`config.mk`:
```
export PLATFORM = sky130hd
export DESIGN_NAME = ng_imem_loader
export DESIGN_NICKNAME = d
export VERILOG_FILES = /design/src/rtl/ng_imem_pkg.sv /design/src/rtl/ng_imem_array.sv /design/src/rtl/ng_imem_loader.sv
export SDC_FILE = /design/constraint.sdc
export NUM_CORES = 2
export LEC_CHECK = 0
export CORE_ASPECT_RATIO = 0.7
export CORE_MARGIN = 3
export CORE_UTILIZATION = 53
export DETAILED_ROUTE_END_ITERATION = 12
export GPL_ROUTABILITY_DRIVEN = 0
export MAX_ROUTING_LAYER = met4
export PLACE_DENSITY = 0.78
export SYNTH_ARGS = -nofsm -noshare
export SYNTH_HDL_FRONTEND = slang
export SYNTH_SLANG_ARGS = --single-unit
```
`constraint.sdc`:
```
create_clock -name i_clk -period 6.7 [get_ports i_clk]
set_clock_uncertainty 0.05 [all_clocks]
set_input_delay 1.34 -clock i_clk [delete_from_list [all_inputs] [get_ports i_clk]]
set_output_delay 1.34 -clock i_clk [all_outputs]
set_load 0.03 [all_outputs]
```
`src/rtl/ng_imem_pkg.sv`:
```
// Shared types and constants for the nandgame instruction memory and its loader.
package ng_imem_pkg;

    typedef enum logic [2:0] {
        HALT,
        LEN_LO,
        LEN_HI,
        DATA_LO,
        DATA_HI,
        RUN
    } state_t;

    localparam logic [15:0] NOP_WORD = 16'h0000;

endpackage

```
`src/rtl/ng_imem_array.sv`:
```
// DEPTH x 16 instruction storage: synchronous write, asynchronous read, no reset.
module ng_imem_array
    import ng_imem_pkg::*;
#(
    parameter int DEPTH  = 256,
    parameter int ADDR_W = 8
) (
    input  logic              i_clk,
    input  logic              i_we,
    input  logic [ADDR_W-1:0] i_waddr,
    input  logic [15:0]       i_wdata,
    input  logic [ADDR_W-1:0] i_raddr,
    output logic [15:0]       o_rdata
);

    logic [15:0] r_mem [DEPTH];

    always_ff @(posedge i_clk) begin
        if (i_we) begin
            r_mem[i_waddr] <= i_wdata;
        end
    end

    assign o_rdata = r_mem[i_raddr];

endmodule

```
`src/rtl/ng_imem_loader.sv`:
```
// Instruction memory with a byte-serial program loader; the core is held in reset
// while a program is streamed in and released once the last word lands.
module ng_imem_loader
    import ng_imem_pkg::*;
#(
    parameter int DEPTH  = 256,
    parameter int ADDR_W = 8
) (
    input  logic            i_clk,
    input  logic            i_rst,
    input  logic [15:0]     i_addr,
    output logic [15:0]     o_instruction,
    output logic            o_core_rst,
    input  logic            i_load_start,
    input  logic            i_run,
    input  logic [7:0]      i_byte_data,
    input  logic            i_byte_valid,
    output logic            o_byte_ready,
    output logic            o_busy,
    output logic            o_err,
    output logic [ADDR_W:0] o_words_loaded
);

    localparam logic [15:0]     DEPTH_16 = 16'(DEPTH);
    localparam logic [ADDR_W:0] DEPTH_W  = (ADDR_W + 1)'(DEPTH);

    state_t            r_state;
    logic [7:0]        r_len_lo;
    logic [7:0]        r_data_lo;
    logic [ADDR_W:0]   r_len;
    logic [ADDR_W:0]   r_words;
    logic [ADDR_W-1:0] r_index;
    logic              r_core_rst;
    logic              r_err;

    logic              w_load_state;
    logic              w_xfer;
    logic [15:0]       w_len;
    logic              w_we;
    logic [15:0]       w_wdata;
    logic [15:0]       w_rdata;
    logic              w_last_word;

    assign w_load_state = (r_state == LEN_LO) || (r_state == LEN_HI) ||
                          (r_state == DATA_LO) || (r_state == DATA_HI);
    assign w_xfer       = w_load_state && i_byte_valid;
    assign w_len        = {i_byte_data, r_len_lo};
    assign w_wdata      = {i_byte_data, r_data_lo};
    assign w_last_word  = ((r_words + 1'b1) == r_len);

    // A coincident load_start wins, so the byte it collides with must not be written.
    assign w_we = w_xfer && (r_state == DATA_HI) && !i_load_start;

    always_ff @(posedge i_clk or posedge i_rst) begin
        if (i_rst) begin
            r_state    <= HALT;
            r_len_lo   <= 8'h00;
            r_data_lo  <= 8'h00;
            r_len      <= '0;
            r_words    <= '0;
            r_index    <= '0;
            r_core_rst <= 1'b0;
            r_err      <= 1'b0;
        end else if (i_load_start) begin
            r_state    <= LEN_LO;
            r_words    <= '0;
            r_index    <= '0;
            r_core_rst <= 1'b0;
        end else begin
            case (r_state)
                HALT: begin
                    if (i_run) begin
                        r_state    <= RUN;
                        r_core_rst <= 1'b1;
                    end
                end
                LEN_LO: begin
                    if (w_xfer) begin
                        r_len_lo <= i_byte_data;
                        r_state  <= LEN_HI;
                    end
                end
                LEN_HI: begin
                    if (w_xfer) begin
                        if (w_len == 16'h0000) begin
                            r_state    <= RUN;
                            r_core_rst <= 1'b1;
                        end else if (w_len > DEPTH_16) begin
                            r_err   <= 1'b1;
                            r_state <= HALT;
                        end else begin
                            r_len   <= w_len[ADDR_W:0];
                            r_state <= DATA_LO;
                        end
                    end
                end
                DATA_LO: begin
                    if (w_xfer) begin
                        r_data_lo <= i_byte_data;
                        r_state   <= DATA_HI;
                    end
                end
                DATA_HI: begin
                    if (w_xfer) begin
                        r_index <= r_index + 1'b1;
                        r_words <= (r_words == DEPTH_W) ? r_words : r_words + 1'b1;
                        if (w_last_word) begin
                            r_state    <= RUN;
                            r_core_rst <= 1'b1;
                        end else begin
                            r_state <= DATA_LO;
                        end
                    end
                end
                RUN: begin
                    r_state <= RUN;
                end
                default: begin
                    r_state    <= HALT;
                    r_core_rst <= 1'b0;
                end
            endcase
        end
    end

    ng_imem_array #(
        .DEPTH  (DEPTH),
        .ADDR_W (ADDR_W)
    ) u_array (
        .i_clk   (i_clk),
        .i_we    (w_we),
        .i_waddr (r_index),
        .i_wdata (w_wdata),
        .i_raddr (i_addr[ADDR_W-1:0]),
        .o_rdata (w_rdata)
    );

    // Out-of-range fetches return a NOP rather than aliasing onto low memory.
    assign o_instruction  = (i_addr < DEPTH_16) ? w_rdata : NOP_WORD;
    assign o_core_rst     = r_core_rst;
    assign o_byte_ready   = w_load_state;
    assign o_busy         = w_load_state;
    assign o_err          = r_err;
    assign o_words_loaded = r_words;

endmodule

```
# ---- After elaboration in Yosys (flattened, before gate mapping)
# Memories as Yosys holds them, arrays and structs flattened.
# Index checks and enable logic that the tools add are counted.
dict set report totals {
  regBits 47
  mem_bits_rw 4096
  input_bits 29
  out_inout_bits 29
  wordCells 79
  mem_count 1
}
# name depth width rd rd_ports_with_merged_regs write_ports line_no
set mem_list {}
lappend mem_list {u_array.r_mem 256 16 1 0 1 ng_imem_array.sv:16} ;# logic [15:0] r_mem [DEPTH];
dict set report classes {
  add_sub_neg 2
  magnitude_cmp 2
  eq_ne 16
  mux 27
  bitwise 3
  n_reduce_logical 20
}
# cell n
set op_table {}
lappend op_table {{9-bit two-way mux} 4}
lappend op_table {{3-bit two-way mux} 8}
lappend op_table {{8-bit two-way mux} 3}
lappend op_table {{3-bit inequality test, second input constant} 6}
lappend op_table {{3-bit one-hot mux with 6 select lines} 1}
lappend op_table {{16-bit by 9-bit greater-than comparator with 1-bit output, second input constant} 1}
lappend op_table {{16-bit logical NOT} 1}
lappend op_table {{16-bit by 9-bit less-than comparator with 1-bit output, second input constant} 1}
lappend op_table {{16-bit two-way mux} 1}
lappend op_table {{5-bit AND reduction} 3}
lappend op_table {{9-bit by 1-bit adder with 9-bit output, second input constant} 1}
lappend op_table {{9-bit == test} 1}
lappend op_table {{9-bit == test, second input constant} 1}
lappend op_table {{3-bit AND reduction} 3}
lappend op_table {{8-bit by 1-bit adder with 8-bit output, second input constant} 1}
lappend op_table {{1-bit two-way mux} 8}
lappend op_table {{3-bit by 2-bit == test with 1-bit output, second input constant} 2}
lappend op_table {{3-bit == test, second input constant} 2}
lappend op_table {{6-bit AND reduction} 1}
lappend op_table {{1-bit one-hot mux with 4 select lines} 1}
lappend op_table {{2-bit nonzero test} 2}
lappend op_table {{3-bit by 1-bit == test with 1-bit output, second input constant} 1}
lappend op_table {{1-bit logical AND} 3}
lappend op_table {{3-bit logical NOT} 1}
lappend op_table {{other kinds (9)} 13}

# ---- Logic depth before layout (Yosys ltp)
dict set report logic_depth {
  word_depth 9
  depth_mapped 14
  ltp_nobuf 8
}

# ---- Hierarchy
# A second synthesis with hierarchy kept.
dict set report unflattened {
  cells_unflattened 7616
  area_unflattened_um2 161138.3
}
# module n_inst cells_per_inst area_per_inst_um2 seq_area_each_um2
set modules_own_cells {}
lappend modules_own_cells {ng_imem_array 1 7344 158394.4 122998.0}
lappend modules_own_cells {ng_imem_loader 1 272 2743.9 1176.1}

# ---- Worst setup path before layout
# No wires, ideal clock.
dict set report synth_timing {
  kind {input-to-output}
  from {in i_addr[0]}
  to {out o_instruction[12]}
  t_arrival_ns 4.101
  required_time_ns 5.310
  slack_ns 1.209
  stages 12
  path_buffers 5
  path_cell_list {buf_4 -> buf_12 -> buf_12 -> buf_12 -> buf_12 -> mux2i_1 -> o221ai_2 -> o22ai_1 -> o21ai_0 -> nand2_1 -> or4_1 -> nor4_1}
}
dict set report synth_between {
  elab_chain_len 2
  elab_cells_between_ends 3
  cone_classes {order compare (1); mux (1); memory (1)}
}
# element line_no
set synth_rtl {}
lappend synth_rtl {{start: declaration} ng_imem_loader.sv:11} ;# input logic [15:0] i_addr,
lappend synth_rtl {{memory 256 x 16 bit or 16-bit by 9-bit less-than comparator with 1-bit output (tied branches)} --}
lappend synth_rtl {{16-bit two-way mux *} ng_imem_loader.sv:139} ;# assign o_instruction = (i_addr < DEPTH_16) ? w_rdata : NOP_WORD;
lappend synth_rtl {{end: declaration} ng_imem_loader.sv:12} ;# output logic [15:0] o_instruction,
# Mark *: on every way between the ends. The rest lies on a longest branch, timed or not.

# ---- Worst setup path in the final report
dict set report layout_timing {
  from {in i_addr[1]}
  to {out o_instruction[15]}
}
# The elaborated chain is that of the path after synthesis.

==> impl_summary.log <==
INFO  metric grt_pass1_vias = around 84000
INFO  metric cts-root-to-sink-buffers = 4
INFO  metric netlist.top_cell.by_area = edfxtp_1
INFO  metric synth.yosys.seq_area_share = 77.0%
INFO  metric cts.repair.resized = 6
INFO  metric cts.sinks = 4143
INFO  metric post_synth_inst_count = 7787
INFO  metric fmax = 147 MHz
INFO  metric numCtsBuffers = between 300 and 400
INFO  metric finalCriticalPeriod = 6.82 ns
INFO  metric wire_per_inst = 34.2 um
INFO  metric grt_start_max_net_pins = 195
INFO  metric ios = 58
INFO  metric global_route.usage.total = approximately 28%
INFO  metric rsz_0062_raised_after_global_routing = no
INFO  metric cp-startpoint = i_addr[1]
INFO  metric die_x = 665 um
INFO  metric ys_top_cells_by_area = edfxtp_1 (76%), mux4_2 (11%), mux2i_1 (3.7%)
INFO  metric timing.hold.worst_path_depth = 1
INFO  metric power_density = 310 nW/um^2
INFO  metric grt_first_pass_wirelength = 611 mm
INFO  metric totalPowerFinal = 56.0 mW
INFO  metric path_max_fanout = 28
INFO  metric arrival = between 5 and 6 ns
INFO  metric failing_checks = negative setup slack
INFO  metric dr.first_iter.drc_count = 15600
INFO  metric drive_above_1_share = about a quarter
INFO  metric worst-setup-path-type = in2out
INFO  metric peak_vdd_ir = 274 uV
INFO  metric fin_nets = 8293
INFO  metric relSlewSlack = roughly 6.1%
INFO  metric synth_warnings = 0
INFO  metric number_of_h_tree_levels = 5
INFO  metric globalRoute.busiestLayer = met2
INFO  metric cap_violations = 0
INFO  metric area.growth.synth_to_final = 11.9%
INFO  metric tightestPinTransition = around 1.4 ns
INFO  metric timing_hold_violations_final = 0
INFO  metric tritoncts_clock_tree = yes
INFO  metric met3_usage = 9.41%
INFO  metric mappedNetlistNets = 7822
INFO  metric finalSetupViolCount = 3
INFO  metric place_worst_setup_slack = -0.492 ns
INFO  metric mappedNetlistArea = approximately 160000 um^2
INFO  metric number_of_filler_cells_placed_in_the_layout = 19900
INFO  metric synth_top_cells_by_count = edfxtp_1 (4096), mux4_2 (761), mux2i_1 (593)
INFO  metric initial_antenna_violation_count = 38
INFO  metric detailedRoute.firstPassIterationCount = 8
INFO  metric clock-root-buffer = clkbuf_16
INFO  metric post_cts.repair.setup_buffers = 0
INFO  metric use_met1 = 39.0%
INFO  metric route.detailed.vias_per_inst = 6.85
INFO  metric die_footprint = between 300000 and 400000 um^2
INFO  metric min_from = o_err
INFO  metric worstRegToRegCells = 6
INFO  metric dp.final_hpwl = 250 mm
INFO  metric end_kind = primary output
INFO  metric yosys_most_used_dff = edfxtp_1
INFO  metric route.detailed.drc = 0
INFO  metric overflow = 0
INFO  metric totalWireLength = roughly 430 mm
INFO  metric groute.layer.met2.usage = 39.3%
INFO  metric holdCritPathClass = reg2reg
INFO  metric clkTransAtPathRegs = roughly 0.060 ns
INFO  metric yosysMostFrequentCell = edfxtp_1
INFO  metric synth.avg_cell_area = 20.7 um^2
INFO  metric detailroute.via_count = 86100
INFO  metric p_leak = around 58 nW
INFO  metric drv_slew = 0
INFO  metric asyncSetResetFlopFracSynth = 1.13%
INFO  metric yosysTopAreaCellShare = 76.2%
INFO  metric crit_path_start_kind = input pin
INFO  metric fp-row-count = 168
INFO  metric chipHeight = 468 um
INFO  metric final_core_area_utilization = about three fifths
INFO  metric core = around 300000 um^2
INFO  metric finalWorstSetupSlack = -0.123 ns
INFO  metric r2r-start = r_state[2]
INFO  metric min_period_over_period = 102%
INFO  metric run_status = finished, violations left
INFO  metric cts_hold_repair.buffers = 0
INFO  metric numPortBuffers = between 50 and 60
INFO  metric ys_seq_elements = between 4000 and 5000
INFO  metric insertion_delay = between 0.9 and 1 ns
INFO  metric required = about 5.3 ns
INFO  metric drtAntennaViolNets = 0
INFO  metric floorplan.initialDensity = 53.6%
INFO  metric ys_types = 72
INFO  metric synth-edff-count = between 4000 and 5000
## logic make-up (layout without fill, tap and decap cells)
| group | Yosys count | after routing | synth area share, % |
|---|---|---|---|
| AOI/OAI and AO/OA | 872 | 872 | 3.71 |
| xor gates and xnor gates | 23 | 23 | 0.125 |
| adders and majority gates | 6 | 6 | 0.0465 |
| buffers and inverters | 486 | 1248 | 1.82 |
| DFF | 4143 | 4143 | 77.0 |
| muxes | 1470 | 1470 | 15.1 |
| other | 0 | 31 | 0 |
| and+or+nand+nor | 787 | 787 | 2.20 |
## registers in the layout, summed over array words and instances (netlist names)
name            flops
u_array.r_mem    4096
r_index             8
o_words_loaded      9
r_data_lo           8
r_state             3
r_len_lo            8
o_err               1
r_len               9
o_core_rst          1
## layer usage
| layer | wire length (um) | vias up |
|---|---|---|
| met3 | 69100 | 1028 |
| li1 | - | 33500 |
| met1 | 155000 | 44200 |
| met4 | 18000 | 0 |
| met2 | 188000 | 7368 |
| met5 | 0 | - |
## critical path: stages
cell and delay (ns):
buf_8 0.15, nand2b_4 0.37, buf_4 0.33, o221ai_1 0.48, o22ai_1 0.17, o21ai_0 0.56
nand2_1 0.26, or4_1 0.68, nor4_2 0.57, buf_4 0.21, buf_12 0.11
## layout by cell type, fill, tap and decap left out, types with 133 or more instances in the layout
cell / instances
a21oi_1: 156
o22ai_1: 133
nand2_1: 176
o21ai_0: 165
mux2i_1: 593
buf_4: 481
edfxtp_1: 4096
nor2_1: 346
mux4_2: 761
clkbuf_16: 369
o221ai_1: 212
## final timing paths
check / endpoint / slack [ns]
hold reg to reg: o_err / 0.42
setup / recovery: o_instruction[15] / -0.12
min in group asynchronous: o_words_loaded[3] / 0.93
setup reg to reg: u_array.r_mem[154][4] / 2.78
hold / removal: o_err / 0.42
max in group asynchronous: r_data_lo[7] / 4.87
## final cells by class
cell class	count	area [um^2]	area share, %
Clock inverter	225	2100	1.16
Inverter	12	55.1	0.0305
Multi-Input combinational cell	3158	34400	19.1
Timing Repair Buffer	579	5210	2.89
Sequential cell	4143	124000	68.8
Clock buffer	432	9510	5.27
Antenna cell	31	77.6	0.0430
Tap cell	3995	5000	2.77
## where the power goes
part           internal (mW)  switching, mW  total (mW)
logic                   1.00           3.08        4.08
clock network           11.5           9.35        20.9
registers               30.4          0.626        31.0
total                   42.9           13.1        56.0
## stage by stage
step                std cells  setup TNS (ns)  instance area, um^2  hold slack (ns)
floorplan                7787               0               161000            0.448
global placement        11900           -1.32               169000            0.401
detailed placement      11900           -1.09               169000            0.412
CTS                     12500               0               180000            0.426
global route            12600               0               181000            0.461
finish                  12600          -0.173               181000            0.419
No activity file was read; power rests on OpenSTA's default activity.
